$ cat src/rtl/draw_sequencer.sv
// draw_sequencer: per-line tile fetch scheduler for the tile draw pipeline.
// A line pulse starts a walk over one line's tile fetches for the line after
// the one being displayed. Frame-latched scroll is applied, and one fetch is
// issued per cycle.
//
// state | meaning
// ------+-----------------------------------------------------------------
// IDLE  | no walk in progress; waiting for a line pulse with enable high
// START | one cycle; line_start is raised to reset the downstream stages
// FETCH | one fetch per cycle for k = 0..n-1; k == n closes out the walk
module draw_sequencer #(
  parameter int CORDW   = 11,
  parameter int FETCHES = 40
) (
  input  logic             clk_pix,
  input  logic             rst_pix,
  input  logic             line,
  input  logic             frame,
  input  logic [CORDW-1:0] sy,
  input  logic             enable,
  input  logic [10:0]      scroll_x,
  input  logic [9:0]       scroll_y,
  output logic             line_start,
  output logic             fetch_valid,
  output logic [4:0]       tile_y,
  output logic [2:0]       tile_row,
  output logic [4:0]       tile_x,
  output logic             tile_col,
  output logic [10:0]      lb_x,
  output logic             bufsel,
  output logic             busy,
  output logic             overrun
);

  localparam int KW = $clog2(FETCHES + 2);
  localparam logic [KW-1:0] N_COARSE = KW'(FETCHES);
  localparam logic [KW-1:0] N_FINE   = KW'(FETCHES + 1);

  typedef enum logic [1:0] {IDLE, START, FETCH} state_t;

  state_t        state;
  logic [10:0]   sx_l;
  logic [9:0]    sy_l;
  logic [7:0]    dy_q;     // dy[9:2]; the two low bits never reach an output
  logic [5:0]    col0;
  logic [10:0]   lb0;
  logic [KW-1:0] n;
  logic [KW-1:0] k;

  logic [10:0]   sx_eff;
  logic [9:0]    sy_eff;
  logic [7:0]    dy_next;
  logic [5:0]    col_k;
  logic [10:0]   lb_k;
  logic          walk_active;

  // Scroll seen by a line starting this cycle: a coincident frame pulse wins.
  always_comb begin
    sx_eff  = frame ? scroll_x : sx_l;
    sy_eff  = frame ? scroll_y : sy_l;
    dy_next = 8'((10'(sy) + 10'd1 + sy_eff) >> 2);
    col_k   = col0 + 6'(k);
    lb_k    = lb0 + 11'({k, 4'b0000});
    // Once k reaches n every fetch has been issued, so a line arriving then
    // is on time rather than an overrun.
    walk_active = (state == START) || ((state == FETCH) && (k != n));
  end

  // Sequencer: scroll latch, walk control, overrun flag and registered fetch fields.
  always_ff @(posedge clk_pix or posedge rst_pix) begin
    if (rst_pix) begin
      state       <= IDLE;
      sx_l        <= '0;
      sy_l        <= '0;
      dy_q        <= '0;
      col0        <= '0;
      lb0         <= '0;
      n           <= '0;
      k           <= '0;
      line_start  <= 1'b0;
      fetch_valid <= 1'b0;
      tile_y      <= '0;
      tile_row    <= '0;
      tile_x      <= '0;
      tile_col    <= 1'b0;
      lb_x        <= '0;
      bufsel      <= 1'b0;
      busy        <= 1'b0;
      overrun     <= 1'b0;
    end else begin
      line_start <= 1'b0;

      if (frame) begin
        sx_l <= scroll_x;
        sy_l <= scroll_y;
      end

      if (line && walk_active)
        overrun <= 1'b1;
      else if (frame)
        overrun <= 1'b0;

      if (line && enable) begin
        state       <= START;
        dy_q        <= dy_next;
        col0        <= 6'(sx_eff[10:4]);
        lb0         <= 11'd0 - 11'(sx_eff[3:0]);
        n           <= (sx_eff[3:0] != 4'd0) ? N_FINE : N_COARSE;
        bufsel      <= sy[0];
        k           <= '0;
        busy        <= 1'b1;
        fetch_valid <= 1'b0;
      end else if (line && walk_active) begin
        state       <= IDLE;
        busy        <= 1'b0;
        fetch_valid <= 1'b0;
      end else begin
        case (state)
          START: begin
            line_start <= 1'b1;
            state      <= FETCH;
          end
          FETCH: begin
            if (k == n) begin
              fetch_valid <= 1'b0;
              busy        <= 1'b0;
              state       <= IDLE;
            end else begin
              fetch_valid <= 1'b1;
              tile_y      <= dy_q[7:3];
              tile_row    <= dy_q[2:0];
              tile_x      <= col_k[5:1];
              tile_col    <= col_k[0];
              lb_x        <= lb_k;
              k           <= k + 1'b1;
            end
          end
          default: ;
        endcase
      end
    end
  end

endmodule

$ cat config.mk
export PLATFORM = sky130hd
export DESIGN_NAME = draw_sequencer
export DESIGN_NICKNAME = d
export VERILOG_FILES = /design/src/rtl/draw_sequencer.sv
export SDC_FILE = /design/constraint.sdc
export NUM_CORES = 1
export LEC_CHECK = 0
export ABC_AREA = 1
export CORE_MARGIN = 2
export CORE_UTILIZATION = 50
export DETAILED_ROUTE_END_ITERATION = 12
export DONT_BUFFER_PORTS = 1
export SLEW_MARGIN = 20
export SYNTH_ARGS = -nofsm -noshare
export SYNTH_HDL_FRONTEND = slang
export SYNTH_SLANG_ARGS = --single-unit
$ cat constraint.sdc
create_clock -name clk_pix -period 2.6 [get_ports clk_pix]
set_clock_uncertainty 0.15 [all_clocks]
set_input_delay 0.13 -clock clk_pix [delete_from_list [all_inputs] [get_ports clk_pix]]
set_output_delay 0.13 -clock clk_pix [all_outputs]
set_load 0.02 [all_outputs]
==> impl_results.md, run 1 <==
* CTS tree: built
* Largest stage delay, worst path at 0.52 ns
* Mux cell area share after synthesis at 0%
* Area used by multi-input combinational logic at 0.00173 mm²
* Grt met1 use at 30.0%
* Critical Path RT at 2.74 ns
* Drt drc at 0
* Outcome: completed
* RSZ-0062 raised after global routing: false
* Vias per cell at 5.06
* Final cell count without fillers at 593
* Critical-path maximum fanout at 21
* Worst Tran Pin Value at 0.704 ns
* Arrival @ worst endpoint at 2.33 ns
* Total GRT Usage at 21.4%
* Largest net degree at the start of global routing at 42
* Worst r2r src: n[0]
* First-pass GRT wire length at 14,200 µm
* Slew HR at 53.0%
* Compound-gate portion of the synthesized area at 8.50%
* CP Capture Type: flip-flop
* Post-route ant nets at 0
* Initial antenna violation count at 0
* Initial Util at 51.0%
* CP top delay family: buffers and inverters
* Worst setup path category: in2reg
* R2r worst-path depth at 10
* Syn_area_per_cell at 8.63 µm²
* FP Rows at 32
* Commonest non-fill, non-tap cell in the layout: nand2_1
* Reg clk slew, reported paths at 0.09 ns
* Pwr/cell area at 858 mW/mm²
* Storage cell area at 0.00195 mm²
* Number of cells on the critical path at 12
* DIE WIDTH at 92.3 µm
* Ant diodes at 0
* CTS Sinks at 78
* Layout fillers at 702
* Asr flop ratio synth at 100%
* Sequential area share after synthesis at 50.0%
* Most frequent cells in the layout: nand2_1, dfrtp_1, dlygate4sd3_1
* Synthesized area at 0.00390 mm²
* Synth Area in Simple Gates at 24.4%
* Critical path cell sequence: dlymetal6s4s_1, inv_2, nand2_1, nand2_1, ha_1, a21oi_1, o21bai_1, a21oi_1, nand3_1, nand2_1, nand3_1, nand2_1
* Overflow left after global routing at 0
* Post-DP HPWL at 5690 µm
* Iter 0 DRT Violations at 92
* Count of flip-flops with a built-in enable after synthesis at 0
* Adder-Cell Fraction of Synth Area at 8.41%
* Xor and xnor area share after synthesis at 2.92%
* Root Buffer: clkbuf_8
* CTS Buffer Depth at 2
* Final Max Tran Viols at 0
* Die area at 0.00852 mm²
* I/O Buffers at 0
* Largest family of logic cells by synthesized area: simple AND/OR/NAND/NOR gates
* Routing usage on met3 at 5.04%
* GRT busiest layer: met2
* TNS Setup at 0 ns
* CP Launch Type: input pin
* Vias after detailed routing at 3,001
* CP Buf/Inv Count at 2
* R2R setup slack at 0.48 ns
* Origin of the worst setup path: frame
* Yosys cell types at 35
* Dominant synthesized flop cell: dfrtp_1
* Final Wtd Congestion at 0.813
* DRT Wirelength at 8280 µm
* Clk_lat worst skew at 0.35 ns
* Max IR drop VDD at 0.000351 V
* Number of global-route vias before repair at 2,936
* Final nets at 548
* GR Layer Usage met2 at 32.4%
* Syn-to-layout area delta at 15.3%
* Total of max-cap violations at 0
* Reg2reg end: lb_x[10]
* Final hold vios at 0
* Period utilization at 84.1%
* Crit path capture: dy_q[7]
* Final setup violating endpoints at 0
* Cell repeated most along the worst path: nand2_1
* Core box area at 0.00765 mm²
* Wire per inst at 14.0 µm
* Mapped Cells at 452
* Max stage delay cell, worst path: dlymetal6s4s_1
* Leakage at 2.28 nW
* Layout cell share with drive strength beyond 1 at 5.91%
* Cells after DPL at 543
* Worst hold path class: in2reg
* DRT Pass-1 Iters at 4
* CTS Buf Count at 9
* Io pins at 67
* Crit path time final at 2.19 ns
* H-tree levels at 3
* Syn Nets at 514
* Die Height at 92.3 µm
* Synth Warn # at 0
* Achievable Freq at 0.457 GHz
* Yosys reg bits at 78
==> worst min-delay path by stage <==
stage	startpoint	to	slack, ns	cells past startpoint
2_1_floorplan	line	line_start	0.05	1
3_3_place_gp	rst_pix	fetch_valid	-0.10	1
3_5_place_dp	rst_pix	fetch_valid	-0.09	1
4_1_cts	line	k[0]	0.008	3
5_1_grt	line	tile_col	0.03	4
6_report	line	fetch_valid	0.009	3
==> routing by layer <==
layer,part of all wire [%],vias up
met1,48,1390
met3,4.9,13
met2,45,68
met4,1.8,0
li1,-,1530
met5,0,-
==> power by group <==
part,leakage (nW),internal (mW),switching [mW]
clock network,0.0895,0.451,0.475
logic,1.24,0.388,0.545
registers,0.954,1.52,0.479
total,2.28,2.36,1.50
==> sequential cells by signal (all words and copies together) (netlist names), 3 cells and up <==
register	count
lb0	4
tile_x	5
col0	6
tile_y	5
lb_x	11
sy_l	10
dy_q	8
tile_row	3
k	6
sx_l	10
==> cells in the mapped netlist, types with 3 or more instances <==
cell type | n | area [µm²]
ha_1 | 23 | 288
buf_6 | 5 | 56.3
o21ai_1 | 8 | 40.0
clkbuf_1 | 4 | 15.0
o21ai_0 | 16 | 80.1
buf_2 | 6 | 30.0
or2_1 | 3 | 18.8
nor2_1 | 16 | 60.1
nand2_1 | 174 | 653
nand3_1 | 29 | 145
dfrtp_1 | 78 | 1950
xnor2_1 | 9 | 78.8
a31oi_1 | 7 | 43.8
a21oi_1 | 13 | 65.1
nor3_1 | 4 | 20.0
inv_1 | 29 | 109
xor2_1 | 4 | 35.0
==> worst min-delay path: stages <==
cell	delay [ns]
nor2_4	0.03
inv_6	0.21
o21ai_1	0.11
==> per-stage QoR <==
step	hold slack (ns)	worst slack [ns]	instance area, µm²	utilization (%)	power, mW
after floorplan	0.0464	0.325	3900	-	2.72
after global placement	-0.100	0.544	3960	51.8	2.88
after detailed placement	-0.0899	0.465	3960	51.8	2.93
after CTS	0.00804	0.0321	4500	58.8	3.90
after global routing	0.0302	0.0622	4500	58.8	4.15
final	0.00896	0.412	4500	58.8	3.86
==> timing repair <==
| item | 4_1_cts | 5_1_grt |
|---|---|---|
| hold endpoints to repair | 83 | 0 |
| resized for setup | 0 | 1 |
| hold buffers | 34 | 0 |
| endpoints found under the setup margin | 0 | 7 |
| buffers inserted | 0 | 0 |
==> cells by family (layout without fill, tap and decap cells) <==
| kind of cell | count (synthesis) | in the layout |
|---|---|---|
| DFF | 78 | 78 |
| adders and majority gates | 25 | 25 |
| buffers and inverters | 46 | 85 |
| and+or+nand+nor | 233 | 233 |
| AOI/OAI and AO/OA | 57 | 57 |
| xor gates and xnor gates | 13 | 13 |
==> area by class of cell <==
class	count	share of cell area [%]
clock buffers	10	2.84
clock inverters	6	1.56
inverters	31	2.73
multi-input cells	328	38.4
flip-flops and latches	78	43.4
well taps	102	2.84
repair buffers	38	8.29
Power figures use the tool's default switching activity.
==> run 2, diff against run 1 <==
PLACE_DENSITY = 0.68   (was not set)
clock period = 1.9 ns   (was 2.6 ns; I/O delays follow)
==> run 2 against run 1 <==
Compared with the run above: the flow now finishes with violations (setup timing); first-iteration DRC count rose by 57%; critical path type is now reg2reg; via count rose by 8.6%; sequential power rose by 37%; die area did not move; final area rose by 12%; register-to-register slack got worse by 0.48 ns; core utilization rose by 7.3 points; total power rose by 49%; sequential share of layout area fell by 4.8 points; worst hold slack improved by 0.0024 ns; clock-buffer cell count fell by 1.
==> impl_results.md, run 2 (synthesized netlist as in run 1, its figures left out) <==
* Outcome: finished, violations left
* Failing checks: setup timing
* Core box area at 0.00765 mm² (unchanged)
* Pwr/cell area at 1140 mW/mm² (+33%)
* Final setup violating endpoints at 2 (+2)
* Iter 0 DRT Violations at 144 (+57%)
* Reg2reg end: tile_x[4]
* Vias per cell at 5.21 (+3.0%)
* CTS tree: built
* CTS Buf Count at 9 (unchanged)
* Post-route ant nets at 0 (unchanged)
* R2R setup slack at -0.003 ns (-0.48 ns)
* Worst setup path category: reg2reg
* First-pass GRT wire length at 14,100 µm (about the same)
* Ant diodes at 0 (unchanged)
* Root Buffer: clkbuf_8
* Vias after detailed routing at 3,258 (+8.6%)
* Die Height at 92.3 µm (unchanged)
* Die area at 0.00852 mm² (unchanged)
* CP Launch Type: flip-flop
* Final Max Tran Viols at 0 (unchanged)
* Drt drc at 0 (unchanged)
* CP Capture Type: flip-flop
* Final Wtd Congestion at 0.775 (-4.6%)
* H-tree levels at 3 (unchanged)
* Total of max-cap violations at 0 (unchanged)
* Worst Tran Pin Value at 0.656 ns (-0.0474 ns)
* Io pins at 67 (unchanged)
* Initial Util at 51.0% (unchanged)
* Worst Hold Endpoint: sx_l[9]
* Util after Layout at 66.1% (+7.3 points)
* Max IR drop VDD at 0.000485 V (+38%)
* CTS Buffer Depth at 2 (unchanged)
* DIE WIDTH at 92.3 µm (unchanged)
* Arrival @ worst endpoint at 2.05 ns (-0.28 ns)
* TNS Setup at -0.00466 ns (-0.00466 ns)
* Commonest non-fill, non-tap cell in the layout: nand2_1
* Worst r2r src: n[0]
* Period utilization at 100%
* Worst hold path stage count at 4 (+1)
* Worst hold path class: in2reg
* Layout cell share with drive strength beyond 1 at 17.0% (+11 points)
* R2r worst-path depth at 9 (-1)
* Overflow left after global routing at 0 (unchanged)
* Worst Hold Launch: frame
* Max reg flops at 11 (unchanged)
* Final nets at 580 (+5.8%)
* Worst setup margin at -0.00332 ns (-0.416 ns)
* Layout fillers at 608 (-13%)
* DRT Pass-1 Iters at 4 (unchanged)
* Most frequent cells in the layout: nand2_1, dfrtp_1, dlygate4sd3_1
* Wire per inst at 14.6 µm (+4.6%)
* Leakage at 2.50 nW (+9.6%)
* Reg clk slew, reported paths at 0.08 ns (about the same)
* Top reg by flops: lb_x
* Clk_lat worst skew at 0.36 ns (about the same)
* Max stage delay cell, worst path: dfrtp_2
* Post-DP HPWL at 5650 µm (-0.72%)
* Slew HR at 56.2% (+3.2 points)
* Largest net degree at the start of global routing at 42 (unchanged)
* Critical-path maximum fanout at 6 (-71%)
* Largest stage delay, worst path at 0.43 ns (-0.09 ns)
* Critical path cell sequence: ha_4, nor3_4, nand3_2, nand2_4, nor2_4, buf_12, buf_8, nand3_2, nand2_1
* DRT Wirelength at 9130 µm (+10%)
* Initial antenna violation count at 0 (unchanged)
* Top flop regs: lb_x (11), sx_l (10), sy_l (10)
* CTS Sinks at 78 (unchanged)
* Crit path time final at 1.90 ns
* Final hold vios at 0 (unchanged)
* FP Rows at 32 (unchanged)
* I/O Buffers at 0 (unchanged)
* Critical Path RT at 2.05 ns (-0.69 ns)
* RSZ-0062 raised after global routing: true
* Syn-to-layout area delta at 29.7%
* Cell repeated most along the worst path: nand3_2
* Total GRT Usage at 21.0% (-0.41 points)
* Number of global-route vias before repair at 3,151 (+7.3%)
* Achievable Freq at 0.525 GHz
run 2: changes by cell type in the layout (fill, tap and decap cells not counted), sizes merged:
| cell | delta |
|---|---|
| clkinv | +3 |
| dlymetal6s4s | -1 |
| dlygate4sd3 | +8 |
| buf | +22 |
run 2: power by group:
part           switching (mW)  internal (mW)  leakage, nW
combinational           0.918          0.846         1.46
clock                   0.653          0.609       0.0956
sequential              0.661           2.09        0.952
run 2: cell type report:
type	instances	area (µm²)	area share (%)
multi-input cells	328	1920	37.9
repair inverters	2	25.0	0.495
repair buffers	68	707	14.0
inverters	31	133	2.62
clock buffers	9	124	2.45
well taps	102	128	2.52
flip-flops and latches	78	1950	38.6
clock inverters	7	72.6	1.43
run 2: repair_timing:
action / in CTS / in global routing
setup endpoints to repair: 4 / 38
buffers inserted: 0 / 12
pin swaps: 0 / 17
gates cloned: 0 / 4
resized for setup: 2 / 59
hold endpoints to repair: 152 / 0
hold buffers: 41 / 0
run 2: worst max-delay path by stage:
| stage | startpoint | to | cells past startpoint |
|---|---|---|---|
| global placement | n[0] | lb_x[10] | 10 |
| floorplan | n[0] | lb_x[10] | 10 |
| global route | n[0] | tile_x[4] | 9 |
| CTS | k[0] | k[5] | 8 |
| detailed placement | n[0] | lb_x[8] | 7 |
| finish | n[0] | tile_x[4] | 9 |
run 2: metrics by stage:
stage | instances | hold WS (ns) | area (µm²) | setup WS (ns) | power (mW)
finish | 625 | 0.0114 | 5060 | -0.00332 | 5.77
CTS | 609 | 0.00532 | 4670 | 0.00333 | 5.39
floorplan | 452 | 0.0114 | 3910 | 0.0114 | 3.72
detailed placement | 552 | -0.141 | 4050 | 0.00195 | 4.06
global placement | 552 | -0.142 | 4050 | 0.0283 | 3.99
global route | 625 | 0.0469 | 5060 | -0.0698 | 6.16
run 2: routing by layer:
layer	global-route usage [%]	wire, µm
met2	34.5	4390
met3	4.15	457
met4	8.96	159
met1	27.2	4120
met5	0	0
run 2: critical path: cells and delay by family, from the launching register on:
family | cells | cell delay, ns
AND/OR/NAND/NOR | 6 | 0.68
adder cells (fa/ha/maj) | 1 | 0.28
flip-flops | 1 | 0.43
buffers and inverters | 2 | 0.30
